<file path="config.mk">
export PLATFORM = sky130hd
export DESIGN_NAME = des_decrypt_core
export DESIGN_NICKNAME = d
export VERILOG_FILES = /design/src/rtl/des_decrypt_core.sv
export SDC_FILE = /design/constraint.sdc
export NUM_CORES = 1
export LEC_CHECK = 0
export BUFFER_PORTS_ARGS = -buffer_cell sky130_fd_sc_hd__clkbuf_2
export CORE_UTILIZATION = 40
export DETAILED_ROUTE_END_ITERATION = 6
export GPL_TIMING_DRIVEN = 0
export PLACE_DENSITY = 0.72
export SLEW_MARGIN = 20
export SYNTH_ARGS = -nofsm -noshare
export SYNTH_HDL_FRONTEND = slang
export SYNTH_HIERARCHICAL = 1
export SYNTH_SLANG_ARGS = --single-unit
</file>
<file path="constraint.sdc">
create_clock -name clk -period 4.1 [get_ports clk]
set_input_delay 0.82 -clock clk [delete_from_list [all_inputs] [get_ports clk]]
set_output_delay 0.82 -clock clk [all_outputs]
set_load 0.03 [all_outputs]
</file>
<file path="src/rtl/des_decrypt_core.sv">
// Iterative DES decryption core: one Feistel round per clock, subkeys K16..K1.
// Contains the eight combinational S-box lookups used by the round function.

module sbox1 (input logic [6:1] b, output logic [4:1] s);
    localparam logic [255:0] TBL =
        256'hE4D12FB83A6C5907_0F74E2D1A6CB9538_41E8D62BFC973A50_FC8249175B3EA06D;
    // Row is the outer bit pair, column the inner four bits.
    logic [5:0] idx;
    assign idx = {b[6], b[1], b[5:2]};
    assign s   = TBL[4*(63-idx) +: 4];
endmodule

module sbox2 (input logic [6:1] b, output logic [4:1] s);
    localparam logic [255:0] TBL =
        256'hF18E6B34972DC05A_3D47F28EC01A69B5_0E7BA4D158C6932F_D8A13F42B67C05E9;
    logic [5:0] idx;
    assign idx = {b[6], b[1], b[5:2]};
    assign s   = TBL[4*(63-idx) +: 4];
endmodule

module sbox3 (input logic [6:1] b, output logic [4:1] s);
    localparam logic [255:0] TBL =
        256'hA09E63F51DC7B428_D709346A285ECBF1_D6498F30B12C5AE7_1AD069874FE3B52C;
    logic [5:0] idx;
    assign idx = {b[6], b[1], b[5:2]};
    assign s   = TBL[4*(63-idx) +: 4];
endmodule

module sbox4 (input logic [6:1] b, output logic [4:1] s);
    localparam logic [255:0] TBL =
        256'h7DE3069A1285BC4F_D8B56F03472C1AE9_A690CB7DF13E5284_3F06A1D8945BC72E;
    logic [5:0] idx;
    assign idx = {b[6], b[1], b[5:2]};
    assign s   = TBL[4*(63-idx) +: 4];
endmodule

module sbox5 (input logic [6:1] b, output logic [4:1] s);
    localparam logic [255:0] TBL =
        256'h2C417AB6853FD0E9_EB2C47D150FA3986_421BAD78F9C5630E_B8C71E2D6F09A453;
    logic [5:0] idx;
    assign idx = {b[6], b[1], b[5:2]};
    assign s   = TBL[4*(63-idx) +: 4];
endmodule

module sbox6 (input logic [6:1] b, output logic [4:1] s);
    localparam logic [255:0] TBL =
        256'hC1AF92680D34E75B_AF427C9561DE0B38_9EF528C3704A1DB6_432C95FABE17608D;
    logic [5:0] idx;
    assign idx = {b[6], b[1], b[5:2]};
    assign s   = TBL[4*(63-idx) +: 4];
endmodule

module sbox7 (input logic [6:1] b, output logic [4:1] s);
    localparam logic [255:0] TBL =
        256'h4B2EF08D3C975A61_D0B7491AE35C2F86_14BDC37EAF680592_6BD814A7950FE23C;
    logic [5:0] idx;
    assign idx = {b[6], b[1], b[5:2]};
    assign s   = TBL[4*(63-idx) +: 4];
endmodule

module sbox8 (input logic [6:1] b, output logic [4:1] s);
    localparam logic [255:0] TBL =
        256'hD2846FB1A93E50C7_1FD8A374C56B0E92_7B419CE206ADF358_21E74A8DFC90356B;
    logic [5:0] idx;
    assign idx = {b[6], b[1], b[5:2]};
    assign s   = TBL[4*(63-idx) +: 4];
endmodule

module des_decrypt_core #(
    parameter bit PARITY_CHECK = 1'b0
) (
    input  logic        clk,
    input  logic        rst_n,
    input  logic        in_valid,
    output logic        in_ready,
    input  logic [64:1] ciphertext,
    input  logic [64:1] key,
    output logic        out_valid,
    input  logic        out_ready,
    output logic [64:1] plaintext,
    output logic        key_err,
    output logic        busy
);
    localparam logic [1:0] IDLE  = 2'd0;
    localparam logic [1:0] ROUND = 2'd1;
    localparam logic [1:0] DONE  = 2'd2;

    // Tables list the source DES bit for each output DES bit (1-based).
    localparam int unsigned IP_T [64] = '{
        58, 50, 42, 34, 26, 18, 10, 2, 60, 52, 44, 36, 28, 20, 12, 4,
        62, 54, 46, 38, 30, 22, 14, 6, 64, 56, 48, 40, 32, 24, 16, 8,
        57, 49, 41, 33, 25, 17,  9, 1, 59, 51, 43, 35, 27, 19, 11, 3,
        61, 53, 45, 37, 29, 21, 13, 5, 63, 55, 47, 39, 31, 23, 15, 7};
    localparam int unsigned FP_T [64] = '{
        40, 8, 48, 16, 56, 24, 64, 32, 39, 7, 47, 15, 55, 23, 63, 31,
        38, 6, 46, 14, 54, 22, 62, 30, 37, 5, 45, 13, 53, 21, 61, 29,
        36, 4, 44, 12, 52, 20, 60, 28, 35, 3, 43, 11, 51, 19, 59, 27,
        34, 2, 42, 10, 50, 18, 58, 26, 33, 1, 41,  9, 49, 17, 57, 25};
    localparam int unsigned E_T [48] = '{
        32,  1,  2,  3,  4,  5,  4,  5,  6,  7,  8,  9,  8,  9, 10, 11,
        12, 13, 12, 13, 14, 15, 16, 17, 16, 17, 18, 19, 20, 21, 20, 21,
        22, 23, 24, 25, 24, 25, 26, 27, 28, 29, 28, 29, 30, 31, 32,  1};
    localparam int unsigned P_T [32] = '{
        16,  7, 20, 21, 29, 12, 28, 17,  1, 15, 23, 26,  5, 18, 31, 10,
         2,  8, 24, 14, 32, 27,  3,  9, 19, 13, 30,  6, 22, 11,  4, 25};
    localparam int unsigned PC1_T [56] = '{
        57, 49, 41, 33, 25, 17,  9,  1, 58, 50, 42, 34, 26, 18,
        10,  2, 59, 51, 43, 35, 27, 19, 11,  3, 60, 52, 44, 36,
        63, 55, 47, 39, 31, 23, 15,  7, 62, 54, 46, 38, 30, 22,
        14,  6, 61, 53, 45, 37, 29, 21, 13,  5, 28, 20, 12,  4};
    localparam int unsigned PC2_T [48] = '{
        14, 17, 11, 24,  1,  5,  3, 28, 15,  6, 21, 10, 23, 19, 12,  4,
        26,  8, 16,  7, 27, 20, 13,  2, 41, 52, 31, 37, 47, 55, 30, 40,
        51, 45, 33, 48, 44, 49, 39, 56, 34, 53, 46, 42, 50, 36, 29, 32};

    function automatic logic [64:1] ip(input logic [64:1] x);
        logic [64:1] y;
        for (int i = 1; i <= 64; i++) y[65-i] = x[65-IP_T[i-1]];
        return y;
    endfunction

    function automatic logic [64:1] fp(input logic [64:1] x);
        logic [64:1] y;
        for (int i = 1; i <= 64; i++) y[65-i] = x[65-FP_T[i-1]];
        return y;
    endfunction

    function automatic logic [48:1] e_exp(input logic [32:1] x);
        logic [48:1] y;
        for (int i = 1; i <= 48; i++) y[49-i] = x[33-E_T[i-1]];
        return y;
    endfunction

    function automatic logic [32:1] p_perm(input logic [32:1] x);
        logic [32:1] y;
        for (int i = 1; i <= 32; i++) y[33-i] = x[33-P_T[i-1]];
        return y;
    endfunction

    function automatic logic [56:1] pc1(input logic [64:1] x);
        logic [56:1] y;
        for (int i = 1; i <= 56; i++) y[57-i] = x[65-PC1_T[i-1]];
        return y;
    endfunction

    function automatic logic [48:1] pc2(input logic [56:1] x);
        logic [48:1] y;
        for (int i = 1; i <= 48; i++) y[49-i] = x[57-PC2_T[i-1]];
        return y;
    endfunction

    // A key byte with an even number of ones fails odd parity.
    function automatic logic parity_err(input logic [64:1] k);
        logic err;
        err = 1'b0;
        for (int i = 0; i < 8; i++) err = err | ~(^k[8*i+1 +: 8]);
        return err;
    endfunction

    logic [1:0]  state;
    logic [4:0]  round;
    logic [32:1] l, r;
    logic [28:1] c, d;
    logic [28:1] c_rot, d_rot;
    logic [48:1] subkey, sin;
    logic [32:1] sout, f, r_next;
    logic [64:1] ip_in;
    logic [56:1] pc1_key;

    // Decryption walks the schedule backwards, so C/D rotate right; round 1 uses C0/D0 as-is.
    always_comb begin
        c_rot = c;
        d_rot = d;
        case (round)
            5'd1:                c_rot = c;
            5'd2, 5'd9, 5'd16: begin
                c_rot = {c[1], c[28:2]};
                d_rot = {d[1], d[28:2]};
            end
            default: begin
                c_rot = {c[2:1], c[28:3]};
                d_rot = {d[2:1], d[28:3]};
            end
        endcase
    end

    assign subkey  = pc2({c_rot, d_rot});
    assign sin     = e_exp(r) ^ subkey;
    assign ip_in   = ip(ciphertext);
    assign pc1_key = pc1(key);

    sbox1 u_sbox1 (.b(sin[48:43]), .s(sout[32:29]));
    sbox2 u_sbox2 (.b(sin[42:37]), .s(sout[28:25]));
    sbox3 u_sbox3 (.b(sin[36:31]), .s(sout[24:21]));
    sbox4 u_sbox4 (.b(sin[30:25]), .s(sout[20:17]));
    sbox5 u_sbox5 (.b(sin[24:19]), .s(sout[16:13]));
    sbox6 u_sbox6 (.b(sin[18:13]), .s(sout[12:9]));
    sbox7 u_sbox7 (.b(sin[12:7]),  .s(sout[8:5]));
    sbox8 u_sbox8 (.b(sin[6:1]),   .s(sout[4:1]));

    assign f      = p_perm(sout);
    assign r_next = l ^ f;

    assign in_ready = (state == IDLE);
    assign busy     = (state == ROUND) || (state == DONE);

    // NOTE: sequential state uses non-blocking assignments so every register sees pre-edge values.
    always_ff @(posedge clk) begin
        if (!rst_n) begin
            state     <= IDLE;
            round     <= 5'd0;
            l         <= '0;
            r         <= '0;
            c         <= '0;
            d         <= '0;
            plaintext <= '0;
            out_valid <= 1'b0;
            key_err   <= 1'b0;
        end else begin
            case (state)
                IDLE: begin
                    if (in_valid) begin
                        l       <= ip_in[64:33];
                        r       <= ip_in[32:1];
                        c       <= pc1_key[56:29];
                        d       <= pc1_key[28:1];
                        round   <= 5'd1;
                        key_err <= PARITY_CHECK && parity_err(key);
                        state   <= ROUND;
                    end
                end
                ROUND: begin
                    l     <= r;
                    r     <= r_next;
                    c     <= c_rot;
                    d     <= d_rot;
                    round <= round + 5'd1;
                    if (round == 5'd16) begin
                        // Final swap: preoutput is R16 followed by L16.
                        plaintext <= fp({r_next, r});
                        out_valid <= 1'b1;
                        state     <= DONE;
                    end
                end
                DONE: begin
                    if (out_ready) begin
                        out_valid <= 1'b0;
                        state     <= IDLE;
                    end
                end
                default: state <= IDLE;
            endcase
        end
    end
endmodule

</file>
==> metrics.log, run 1 <==
INFO  metric final_layout_size_suffix_gt1_share = approximately 29%
INFO  metric finalCritPeriodShare = 101%
INFO  metric post_synth_inst_count = roughly 1800
INFO  metric final_period_minus_worst_setup_slack = 4.15 ns
INFO  metric drt_pre_antenna_iters = 5
INFO  metric arrival = 4.48 ns
INFO  metric synth.ff_latch_count = 192
INFO  metric worst_hold_startpoint = plaintext[64]
INFO  metric hold_class = flop to flop
INFO  metric static-leakage-power = 8.12 nW
INFO  metric fillerInstances = around 3500
INFO  metric numPlacedInstances = about 2500
INFO  metric clock_tree.buffer_depth = 2
INFO  metric route.detailed.drc = 0
INFO  metric critical_path.endpoint_type = flop
INFO  metric setup_repair_after_global_routing_missed_its_margin = true
INFO  metric cell_rows = 71
INFO  metric synth_top_area_share = about a quarter
INFO  metric regToRegStartpoint = round[0]
INFO  metric gr-total-overflow = 0
INFO  metric maxCapViolCount = 0
INFO  metric initial_core_util = roughly 41%
INFO  metric worstPathRequired = approximately 4.4 ns
INFO  metric yosys_most_used_dff = dfxtp_1
INFO  metric cts_inserted_buffers = 17
INFO  metric worst_ir_drop_on_vdd = approximately 400 uV
INFO  metric syn-num-nets = 2005
INFO  metric first_global_vias = ~15000
INFO  metric run_status = complete, but fails checks
INFO  metric port-buffer-count = between 150 and 200
INFO  metric regToRegSetupSlack = -0.05 ns
INFO  metric netlist_area = ~15000 um^2
INFO  metric avgViaCountPerCell = between 6 and 7
INFO  metric maximum_number_of_pins_on_one_net_before_global_route_repair = 20
INFO  metric post_synth.cell_area_avg = around 8.5 um^2
INFO  metric worst_pin_slew = a little under 0.9 ns
INFO  metric detailedRoute.firstIterationViolations = between 1500 and 2000
INFO  metric dp_hpwl = roughly 44000 um
INFO  metric rr_worst_depth = 21
INFO  metric met1_usage = a little under two fifths
INFO  metric setup_viol = 1
INFO  metric wl = 59800 um
INFO  metric areaGrowthSynthToFinish = 25.9%
INFO  metric fmaxAchievable = around 240 MHz
INFO  metric die-area = 39100 um^2
INFO  metric final.setup_skew = approximately 0.0078 ns
INFO  metric ys_top_cells_by_area = dfxtp_1 (25%), nand2_1 (7.2%), ha_1 (5.7%)
INFO  metric power_density = between 600 and 700 nW/um^2
INFO  metric clk_pin_slew = 0.07 ns
INFO  metric worst_hold_slack = 0.459 ns
INFO  metric dpl_worst_slack = -1.02 ns
INFO  metric routabilityCongestion = roughly 1
INFO  metric synth.most_common_cell = nand2_1
INFO  metric wl_per_cell = around 23 um
INFO  metric holdPathStages = 2
INFO  metric synthArstFlopShare = 0%
INFO  metric core_region_area = roughly 38000 um^2
INFO  metric timing.slew.headroom = around 42%
INFO  metric critical_path_class = flop to flop
INFO  metric floorplan.io_pins = 200
INFO  metric yosys_warnings = 6
INFO  metric final_design_area_excluding_fillers = 19300 um^2
INFO  metric wire_length_of_the_first_global_routing_pass = 87100 um
INFO  metric synthDominantAreaCellType = dfxtp_1
INFO  metric globalRouteTotalUtil = about 29%
INFO  metric synth.lib_cells_used.distinct = 100
INFO  metric postRouteAntennaNets = 0
INFO  metric critPathLaunchType = flop
INFO  metric place_area = between 15000 and 20000 um^2
INFO  metric groute.layer.met2.usage = between 40% and 50%
INFO  metric layout.core_utilization = 51.3%
INFO  metric final_cell_count_no_fill = 2620
INFO  metric grt_util_met3 = between 3 and 4%
INFO  metric synth.yosys.seq_area_share = around 25%
INFO  metric chipWidth = between 150 and 200 um
INFO  metric synth_commonest_cells = nand2_1 (295), dfxtp_1 (192), a22o_1 (96), xnor2_1 (94), nor2_1 (74)
INFO  metric synth_edf_count = 0
INFO  metric crit_fanout = 10
INFO  metric hold_path_end = plaintext[64]
INFO  metric detailroute.via_count = around 16000
INFO  metric clk-insertion-delay-late = around 0.45 ns
INFO  metric timing.rr.end = r[22]
INFO  metric final-hold-violation-count = 0
INFO  metric clock-root-buffer = clkbuf_16
INFO  metric cts.sink_count = ~190
INFO  metric antenna_found_initial = 0
INFO  metric cts_max_level = 4
INFO  metric maxSlewViolCount = 0
INFO  metric chipHeight = between 150 and 200 um
INFO  metric violations = setup timing
INFO  metric nNetsFinal = approximately 2300
INFO  metric cts_tree = built
INFO  metric fin_ws = -0.0489 ns
INFO  metric layer_with_the_highest_usage = met2
## report_power, final
group          switching [W]  internal, W  leakage [nW]
clock               0.000781     0.000996         0.293
sequential          0.000369      0.00207          1.57
combinational        0.00473      0.00374          6.26
total                0.00588      0.00681          8.12
## cells by family after synthesis
logic type	count (synthesis)	share of synthesized area [%]
compound gates	624	33.8
xor+xnor	102	5.88
fa+ha+maj	70	5.71
buf+inv	221	7.85
flops	192	25.1
mux	82	6.56
other cells	1	0.0245
simple gates	511	15.1
## repair_timing
| item | 4_1_cts | 5_1_grt |
|---|---|---|
| pin swaps | 37 | 78 |
| setup buffers | 39 | 45 |
| hold buffers | 0 | 0 |
| setup endpoints to repair | 64 | 63 |
| resized for setup | 109 | 92 |
## worst max-delay path by stage
stage	startpoint	end	slack, ns	cells after the start
2_1_floorplan	round[0]	r[21]	0.07	20
3_3_place_gp	round[0]	r[28]	-0.97	17
3_5_place_dp	round[1]	r[1]	-1.02	19
4_1_cts	round[0]	r[19]	-0.02	20
5_1_grt	round[0]	r[22]	-0.21	21
6_report	round[0]	r[22]	-0.05	21
## registers in the layout (all words and copies together), names as in the netlist
name,count
c,28
l,32
round,5
r,32
state,2
d,28
plaintext,64
out_valid,1
## layout make-up
type                            instances  area, um^2  share of cell area (%)
Multi-Input combinational cell       1390       11200                    58.1
Sequential cell                       192        3850                    19.9
Timing Repair Buffer                  274        1630                    8.46
Buffer                                168        1120                    5.79
Tap cell                              511         639                    3.31
Clock buffer                           20         457                    2.37
Inverter                               52         226                    1.17
Clock inverter                         12         158                   0.817
Antenna cell                            1        2.50                  0.0130
## metal layers
layer  share of wire, %  vias up
li1                   -     7212
met1                 40     7760
met2                 46      940
met3                8.6      169
met4                5.7        0
met5                  0        -
## through the flow
stage	setup TNS (ns)	total power, W
floorplan	0	0.00739
global placement	-37.77	0.00918
detailed placement	-39.15	0.00924
CTS	-0.0184	0.0117
global route	-1.80	0.0133
finish	-0.0489	0.0127
## cell usage in the layout (no fill, tap or decap), types with 12 or more instances in the layout
| master | instances |
|---|---|
| ha_1 | 57 |
| nor2_1 | 70 |
| inv_1 | 32 |
| buf_6 | 36 |
| o32ai_1 | 12 |
| nor2b_1 | 31 |
| o21ai_1 | 54 |
| nand2_1 | 294 |
| xnor2_2 | 29 |
| xnor2_1 | 56 |
| clkbuf_1 | 68 |
| buf_2 | 32 |
| clkbuf_16 | 17 |
| o211a_1 | 66 |
| a221oi_4 | 17 |
| a22o_1 | 96 |
| o211ai_1 | 43 |
| buf_4 | 90 |
| nor3_1 | 19 |
| dfxtp_1 | 189 |
| a221oi_2 | 32 |
| a21oi_1 | 52 |
| a21boi_1 | 63 |
| o21ai_0 | 37 |
| nand2b_1 | 22 |
| clkbuf_2 | 193 |
| mux2i_1 | 58 |
## critical path: stages (launching register included)
cell and delay [ns]:
dfxtp_4 0.37, inv_2 0.04, ha_2 0.17, mux2_4 0.27, a21oi_2 0.15, nor2_2 0.06, buf_6 0.15, buf_8 0.16
a221oi_4 0.33, xnor2_2 0.18, buf_6 0.15, clkinvlp_4 0.13, ha_4 0.26, buf_6 0.14, nor2b_1 0.16, o31ai_1 0.33
o31ai_2 0.15, a211oi_4 0.35, xnor2_2 0.16, nand2_1 0.07, o211ai_1 0.14, a21boi_1 0.11
Power figures use the tool's default switching activity.
==> inputs of run 2 (changes only) <==
==> constraint.sdc (replaced) <==
create_clock -name clk -period 4.1 [get_ports clk]
set_input_delay 0 -clock clk [delete_from_list [all_inputs] [get_ports clk]]
set_output_delay 0 -clock clk [all_outputs]
set_load 0.03 [all_outputs]
==> run 2 against run 1 <==
The flow still finishes with violations (setup timing). Via count is 4.1% higher. Hold slack worse by 0.45 ns. Sequential power hardly changed. Critical path depth stayed put. Die area stayed put. Design area is 6.8% higher. Cell count is 4.7% higher. Wire length is 2.7% higher. First-iteration DRC count is 5.2% lower. Clock skew is 0.0024 ns higher. Fmax is 0.40% higher. Critical endpoint unchanged. Largest power group unchanged.
==> metrics.log, run 2 (synthesized netlist as in run 1, its figures left out) <==
INFO  metric run_status = complete, but fails checks
INFO  metric violations = setup timing
INFO  metric dp_hpwl = 44200 um (unchanged)
INFO  metric clk_pin_slew = 0.07 ns (about the same)
INFO  metric arrival = 4.47 ns (about the same)
INFO  metric rr_worst_depth = 21 (unchanged)
INFO  metric die-area = 39100 um^2 (unchanged)
INFO  metric cp_slowest_stage_delay = 0.37 ns (about the same)
INFO  metric largest_reg_flops = 64 (unchanged)
INFO  metric cts_inserted_buffers = 17 (unchanged)
INFO  metric wl_per_cell = 22.4 um (-1.8%)
INFO  metric detailedRoute.firstIterationViolations = 1797 (-5.2%)
INFO  metric cts.sink_count = 192 (unchanged)
INFO  metric setup_repair_after_global_routing_missed_its_margin = true
INFO  metric detailroute.via_count = 16734 (+4.1%)
INFO  metric finalCritPeriodShare = 101% (-0.40 points)
INFO  metric register_area = 3850 um^2 (unchanged)
INFO  metric antenna_found_initial = 0 (unchanged)
INFO  metric maxSlewViolCount = 0 (unchanged)
INFO  metric core_region_area = 37700 um^2 (unchanged)
INFO  metric fillerInstances = 3372 (-3.4%)
INFO  metric clock-root-buffer = clkbuf_16
INFO  metric first_global_vias = 15344 (+4.2%)
INFO  metric power_density = 624 nW/um^2 (-5.0%)
INFO  metric timing.slew.headroom = 45.6% (+3.5 points)
INFO  metric drt_pre_antenna_iters = 5 (unchanged)
INFO  metric multiInputGateArea = 11300 um^2 (+0.71%)
INFO  metric clock_tree.buffer_depth = 2 (unchanged)
INFO  metric worst_ir_drop_on_vdd = 411 uV (+2.2%)
INFO  metric worst_hold_startpoint = ciphertext[8]
INFO  metric static-leakage-power = 8.67 nW (+6.8%)
INFO  metric design_power_total = 0.0129 W (+1.5%)
INFO  metric port-buffer-count = 190 (unchanged)
INFO  metric crit_top_cell = buf_6
INFO  metric globalRouteTotalUtil = 29.9% (+0.60 points)
INFO  metric hold_class = input port to flop
INFO  metric worst_pin_slew = 0.816 ns (-0.0504 ns)
INFO  metric final_period_minus_worst_setup_slack = 4.13 ns (-0.0165 ns)
INFO  metric fin_ws = -0.0324 ns (+0.0165 ns)
INFO  metric final_cell_count_no_fill = 2742 (+4.7%)
INFO  metric setup_viol = 3 (+2)
INFO  metric reg_top3 = plaintext: 64 flops, l: 32 flops, r: 32 flops
INFO  metric crit_path_cell_trace = inv_2 > ha_2 > mux2_4 > a21oi_2 > nor2_2 > buf_6 > buf_12 > a221oi_4 > xnor2_2 > buf_6 > clkinvlp_4 > ha_4 > buf_6 > nor2b_1 > o31ai_1 > o31ai_2 > a211oi_4 > xnor2_2 > nand2_1 > o211ai_1 > a21boi_1
INFO  metric maxCapViolCount = 0 (unchanged)
INFO  metric critical_path.endpoint_type = flop
INFO  metric worstPathRequired = 4.44 ns (about the same)
INFO  metric cts_max_level = 4 (unchanged)
INFO  metric critical_path.slowest_cell = dfxtp_4
INFO  metric chipWidth = 198 um (unchanged)
INFO  metric worst_hold_slack = 0.00848 ns (-0.451 ns)
INFO  metric avgViaCountPerCell = 6.10 (-0.57%)
INFO  metric timing.rr.end = r[22]
INFO  metric final_layout_size_suffix_gt1_share = 27.8% (-0.90 points)
INFO  metric critical_path_class = flop to flop
INFO  metric gr-total-overflow = 0 (unchanged)
INFO  metric regToRegStartpoint = round[0]
INFO  metric worst-path-buf-inv = 6 (unchanged)
INFO  metric mostFrequentLayoutCell = nand2_1
INFO  metric cpLargestDelayFamily = compound AO/OA/AOI/OAI gates
INFO  metric most_flop_heavy_register = plaintext
INFO  metric holdPathStages = 4 (+2)
INFO  metric hold_path_end = r[32]
INFO  metric final-hold-violation-count = 0 (unchanged)
INFO  metric cts_tree = built
INFO  metric numPlacedInstances = 2504 (unchanged)
INFO  metric wire_length_of_the_first_global_routing_pass = 89300 um (+2.6%)
INFO  metric critPathLaunchType = flop
INFO  metric initial_core_util = 40.7% (unchanged)
INFO  metric layout.cells.most_common_list = nand2_1 (294), clkbuf_2 (195), dfxtp_1 (189)
INFO  metric maximum_number_of_pins_on_one_net_before_global_route_repair = 20 (unchanged)
INFO  metric chipHeight = 198 um (unchanged)
INFO  metric clk-insertion-delay-late = 0.46 ns (about the same)
INFO  metric routabilityCongestion = 1.01 (unchanged)
INFO  metric regToRegSetupSlack = -0.03 ns (+0.02 ns)
INFO  metric final.setup_skew = 0.0102 ns (+0.00238 ns)
INFO  metric cell_rows = 71 (unchanged)
INFO  metric wl = 61400 um (+2.7%)
INFO  metric nNetsFinal = 2419 (+5.3%)
INFO  metric crit_fanout = 9 (-1)
INFO  metric postRouteAntennaNets = 0 (unchanged)
INFO  metric fmaxAchievable = 242 MHz (+0.40%)
INFO  metric areaGrowthSynthToFinish = 34.5%
INFO  metric critical_path_launch_point = round[0]
INFO  metric route.detailed.drc = 0 (unchanged)
INFO  metric floorplan.io_pins = 200 (unchanged)
## run 2: worst register-to-register path, cell delays in order (launching register included)
cell and delay, ns:
dfxtp_4 0.37, inv_2 0.04, ha_2 0.17, mux2_4 0.27
a21oi_2 0.15, nor2_2 0.06, buf_6 0.16, buf_12 0.15
a221oi_4 0.34, xnor2_2 0.18, buf_6 0.15, clkinvlp_4 0.13
ha_4 0.26, buf_6 0.14, nor2b_1 0.15, o31ai_1 0.32
o31ai_2 0.15, a211oi_4 0.35, xnor2_2 0.16, nand2_1 0.07
o211ai_1 0.14, a21boi_1 0.12
## run 2: layout make-up
cell class / instances / share of cell area, %
diodes: 1 / 0.0121
plain buffers: 168 / 5.49
clock buffers: 20 / 2.21
clock inverters: 12 / 0.764
inverters: 52 / 1.09
multi-input cells: 1390 / 54.8
flip-flops and latches: 192 / 18.7
well taps: 511 / 3.10
repair buffers: 396 / 13.9
## run 2: timing repair
action                                  4_1_cts  5_1_grt
hold endpoints to repair                    118        0
buffers inserted                             39       47
endpoints found under the setup margin       64       63
pin swaps                                    37       81
hold buffers                                120        0
resized for setup                           109      112
## run 2: where the power goes
part | switching [W] | internal, W | total, W
Clock | 0.000784 | 0.000995 | 0.00178
Sequential | 0.000374 | 0.00207 | 0.00245
Combinational | 0.00479 | 0.00386 | 0.00866
## run 2: metrics by stage
| step | util, % | TNS (ns) | instance area (um^2) | setup WS, ns |
|---|---|---|---|---|
| global route | 54.8 | -1.76 | 20600 | -0.193 |
| CTS | 52.3 | -0.0184 | 19700 | -0.0184 |
| finish | 54.8 | -0.0461 | 20600 | -0.0324 |
| floorplan | - | 0 | 15300 | 0.0736 |
| global placement | 44.9 | -37.77 | 16900 | -0.970 |
| detailed placement | 44.9 | -39.15 | 16900 | -1.02 |
## run 2: how the worst max path moves through the flow
stage / endpoint / slack [ns] / depth (start not counted)
after global routing: r[22] / -0.19 / 21
final: r[22] / -0.03 / 21
after floorplan: r[21] / 0.07 / 20
after detailed placement: r[1] / -1.02 / 19
after global placement: r[28] / -0.97 / 17
after CTS: r[19] / -0.02 / 20
## run 2: routing by layer
| metal | wire length [um] | track usage, % | vias to the layer above |
|---|---|---|---|
| met4 | 3580 | 16.4 | 0 |
| met1 | 24300 | 38.9 | 8146 |
| met2 | 28500 | 48.1 | 932 |
| li1 | - | - | 7465 |
| met3 | 5080 | 3.65 | 191 |
| met5 | 0 | 0 | - |
==> inputs of run 3 (changes only) <==
--- a/config.mk
+++ b/config.mk
@@ -6,10 +6,11 @@
 export NUM_CORES = 1
 export LEC_CHECK = 0
 export BUFFER_PORTS_ARGS = -buffer_cell sky130_fd_sc_hd__clkbuf_2
-export CORE_UTILIZATION = 40
+export CORE_UTILIZATION = 36
 export DETAILED_ROUTE_END_ITERATION = 6
 export GPL_TIMING_DRIVEN = 0
-export PLACE_DENSITY = 0.72
+export HOLD_SLACK_MARGIN = 0.06
+export PLACE_DENSITY = 0.67
 export SLEW_MARGIN = 20
 export SYNTH_ARGS = -nofsm -noshare
 export SYNTH_HDL_FRONTEND = slang
==> run 3 against run 2 <==
The run still ends with setup timing left. Via count is 0.16% higher. Clock-buffer cell count is 1 lower. Total power is 2.5% higher. Register-to-register slack hardly changed. Clock skew is 0.0018 ns higher. Wire length is 3.5% higher. Sequential power hardly changed. Critical path type unchanged. Largest cell class unchanged. Highest routed layer unchanged.
==> metrics.log, run 3 (synthesized netlist as in run 1, its figures left out) <==
INFO  metric wire_length_of_the_first_global_routing_pass = 93600 um (+4.7%)
INFO  metric critical_path.endpoint_type = flop
INFO  metric cts_max_level = 4 (unchanged)
INFO  metric clock_tree.buffer_depth = 2 (unchanged)
INFO  metric timing.rr.end = r[16]
INFO  metric final.setup_skew = 0.0119 ns (+0.00176 ns)
INFO  metric maximum_number_of_pins_on_one_net_before_global_route_repair = 17 (-15%)
INFO  metric most_flop_heavy_register = plaintext
INFO  metric routabilityCongestion = 0.983 (-2.4%)
INFO  metric route.detailed.drc = 0 (unchanged)
INFO  metric p_sw = 0.00611 W (+2.7%)
INFO  metric register_area = 3850 um^2 (unchanged)
INFO  metric run_status = complete, but fails checks
INFO  metric wl = 63600 um (+3.5%)
INFO  metric mostFrequentLayoutCell = nand2_1
INFO  metric cts_inserted_buffers = 17 (unchanged)
INFO  metric initial_core_util = 36.5% (-4.2 points)
INFO  metric avgViaCountPerCell = 6.01 (-1.6%)
INFO  metric clk_pin_slew = 0.07 ns (about the same)
INFO  metric violations = setup timing
INFO  metric worst_hold_startpoint = rst_n
INFO  metric power.share.combinational = 67.8% (+0.6 points)
INFO  metric arrival = 4.50 ns (+0.03 ns)
INFO  metric multiInputGateArea = 11400 um^2 (+0.75%)
INFO  metric critPathLaunchType = flop
INFO  metric seq_power_share = 18.6% (-0.4 points)
INFO  metric numPlacedInstances = 2532 (+1.1%)
INFO  metric worst_ir_drop_on_vdd = 380 uV (-7.6%)
INFO  metric cell_rows = 75 (+5.6%)
INFO  metric setup_viol = 2 (-1)
INFO  metric setup_repair_after_global_routing_missed_its_margin = true
INFO  metric power_report.internal_total = 0.00709 W (+2.3%)
INFO  metric power_density = 630 nW/um^2 (+0.87%)
INFO  metric hold_class = input port to flop
INFO  metric finalCritPeriodShare = 101% (+0.31 points)
INFO  metric port-buffer-count = 190 (unchanged)
INFO  metric layout.cells.most_common_list = nand2_1 (295), clkbuf_2 (192), dfxtp_1 (189)
INFO  metric fin_tns_setup = -0.0551 ns (-0.00903 ns)
INFO  metric fillerInstances = 3763 (+12%)
INFO  metric drt_pre_antenna_iters = 6 (+1)
INFO  metric critical_path_class = flop to flop
INFO  metric globalRouteTotalUtil = 28.0% (-1.9 points)
INFO  metric areaGrowthSynthToFinish = 36.7%
INFO  metric hold_path_end = d[16]
INFO  metric worst_pin_slew = 0.927 ns (+0.111 ns)
INFO  metric crit_fanout = 7 (-2)
INFO  metric detailroute.via_count = 16760 (+0.16%)
INFO  metric nNetsFinal = 2441 (+0.91%)
INFO  metric sw_frac_of_total = 46.3% (+0.085 points)
INFO  metric wl_per_cell = 22.8 um (+1.7%)
INFO  metric maxSlewViolCount = 0 (unchanged)
INFO  metric final_cell_count_no_fill = 2791 (+1.8%)
INFO  metric clk-insertion-delay-late = 0.47 ns (about the same)
INFO  metric rr_worst_depth = 20 (-4.8%)
INFO  metric chipHeight = 208 um (+5.4%)
INFO  metric reg_top3 = plaintext: 64 flops, l: 32 flops, r: 32 flops
INFO  metric regToRegSetupSlack = -0.04 ns (about the same)
INFO  metric cts_tree = built
INFO  metric clkPwrFrac = 13.6% (-0.2 points)
INFO  metric antenna_found_initial = 0 (unchanged)
INFO  metric holdPathStages = 4 (unchanged)
INFO  metric core_region_area = 41900 um^2 (+11%)
INFO  metric die-area = 43400 um^2 (+11%)
INFO  metric postRouteAntennaNets = 0 (unchanged)
INFO  metric dp_hpwl = 46100 um (+4.4%)
INFO  metric clock-root-buffer = clkbuf_16
INFO  metric gr-total-overflow = 0 (unchanged)
INFO  metric first_global_vias = 15593 (+1.6%)
INFO  metric cts.sink_count = 192 (unchanged)
INFO  metric worstPathRequired = 4.45 ns (about the same)
INFO  metric floorplan.io_pins = 200 (unchanged)
INFO  metric final_period_minus_worst_setup_slack = 4.14 ns (+0.0126 ns)
INFO  metric maxCapViolCount = 0 (unchanged)
INFO  metric regToRegStartpoint = round[1]
INFO  metric fmaxAchievable = 241 MHz (-0.30%)
INFO  metric static-leakage-power = 8.79 nW (+1.4%)
INFO  metric timing.slew.headroom = 38.2% (-7.4 points)
INFO  metric largest_reg_flops = 64 (unchanged)
INFO  metric fin_ws = -0.0450 ns (-0.0126 ns)
INFO  metric final-hold-violation-count = 0 (unchanged)
INFO  metric final_layout_size_suffix_gt1_share = 28.3% (+0.50 points)
INFO  metric chipWidth = 208 um (+5.4%)
INFO  metric place_area = 17000 um^2 (+0.21%)
INFO  metric detailedRoute.firstIterationViolations = 1886 (+5.0%)
INFO  metric final_design_area_excluding_fillers = 21000 um^2 (+1.6%)
run 3: routing by layer:
metal  part of all wire [%]  up-vias  GRT usage (%)
met3                    8.4      186           4.36
li1                       -     7504              -
met5                      0        -              0
met4                    6.2        0           15.9
met2                     46      970           44.6
met1                     40     8100           35.9
run 3: power by group through the flow:
stage          Clock [W]  Combinational (W)  Sequential, W
3_5_place_dp           0            0.00690        0.00242
5_1_grt          0.00188            0.00939        0.00247
4_1_cts          0.00180            0.00805        0.00242
2_1_floorplan          0            0.00509        0.00231
3_3_place_gp           0            0.00682        0.00241
6_report         0.00180            0.00895        0.00245
run 3: worst max path at each step:
stage / start / to / slack, ns / depth (start not counted)
final: round[1] / r[16] / -0.04 / 20
after global routing: round[1] / r[16] / -0.19 / 20
after CTS: round[1] / r[16] / -0.03 / 20
after detailed placement: round[0] / r[1] / -1.08 / 20
after global placement: round[0] / r[26] / -1.03 / 19
after floorplan: round[0] / r[21] / 0.07 / 20
run 3: critical path, cell delays in order, from the launching register on:
cell        delay [ns]
dfxtp_2           0.32
buf_6             0.11
ha_4              0.15
mux2_4            0.28
a21oi_4           0.14
nor2_2            0.06
buf_6             0.16
buf_12            0.15
a221oi_4          0.37
xnor2_4           0.17
buf_6             0.14
clkinvlp_4        0.14
ha_4              0.30
nor2_1            0.13
a21oi_1           0.05
mux4_2            0.49
o211ai_1          0.36
xnor2_2           0.19
nand2_1           0.08
o211ai_1          0.12
a21boi_1          0.10
run 3: final cells by class:
cell class / instances / share of cell area [%]
Clock buffer: 19 / 2.16
Clock inverter: 12 / 0.752
Timing Repair Buffer: 418 / 14.6
Buffer: 168 / 5.42
Sequential cell: 192 / 18.4
Tap cell: 539 / 3.22
Multi-Input combinational cell: 1390 / 54.3
Inverter: 52 / 1.08
Antenna cell: 1 / 0.0119
run 3: what timing repair did:
item | in CTS | in global routing
buffers inserted | 46 | 55
hold endpoints to repair | 122 | 0
resized for setup | 137 | 96
hold buffers | 124 | 0
cloned | 0 | 3
pin swaps | 45 | 79
setup endpoints to repair | 64 | 60
run 3: through the flow:
step	hold WS, ns	worst slack (ns)	total power [W]	util [%]
2_1_floorplan	0.140	0.0736	0.00739	-
3_3_place_gp	0.291	-1.03	0.00923	40.4
3_5_place_dp	0.295	-1.08	0.00932	40.4
4_1_cts	0.234	-0.0263	0.0123	47.8
5_1_grt	0.269	-0.190	0.0137	50.0
6_report	0.247	-0.0450	0.0132	50.0
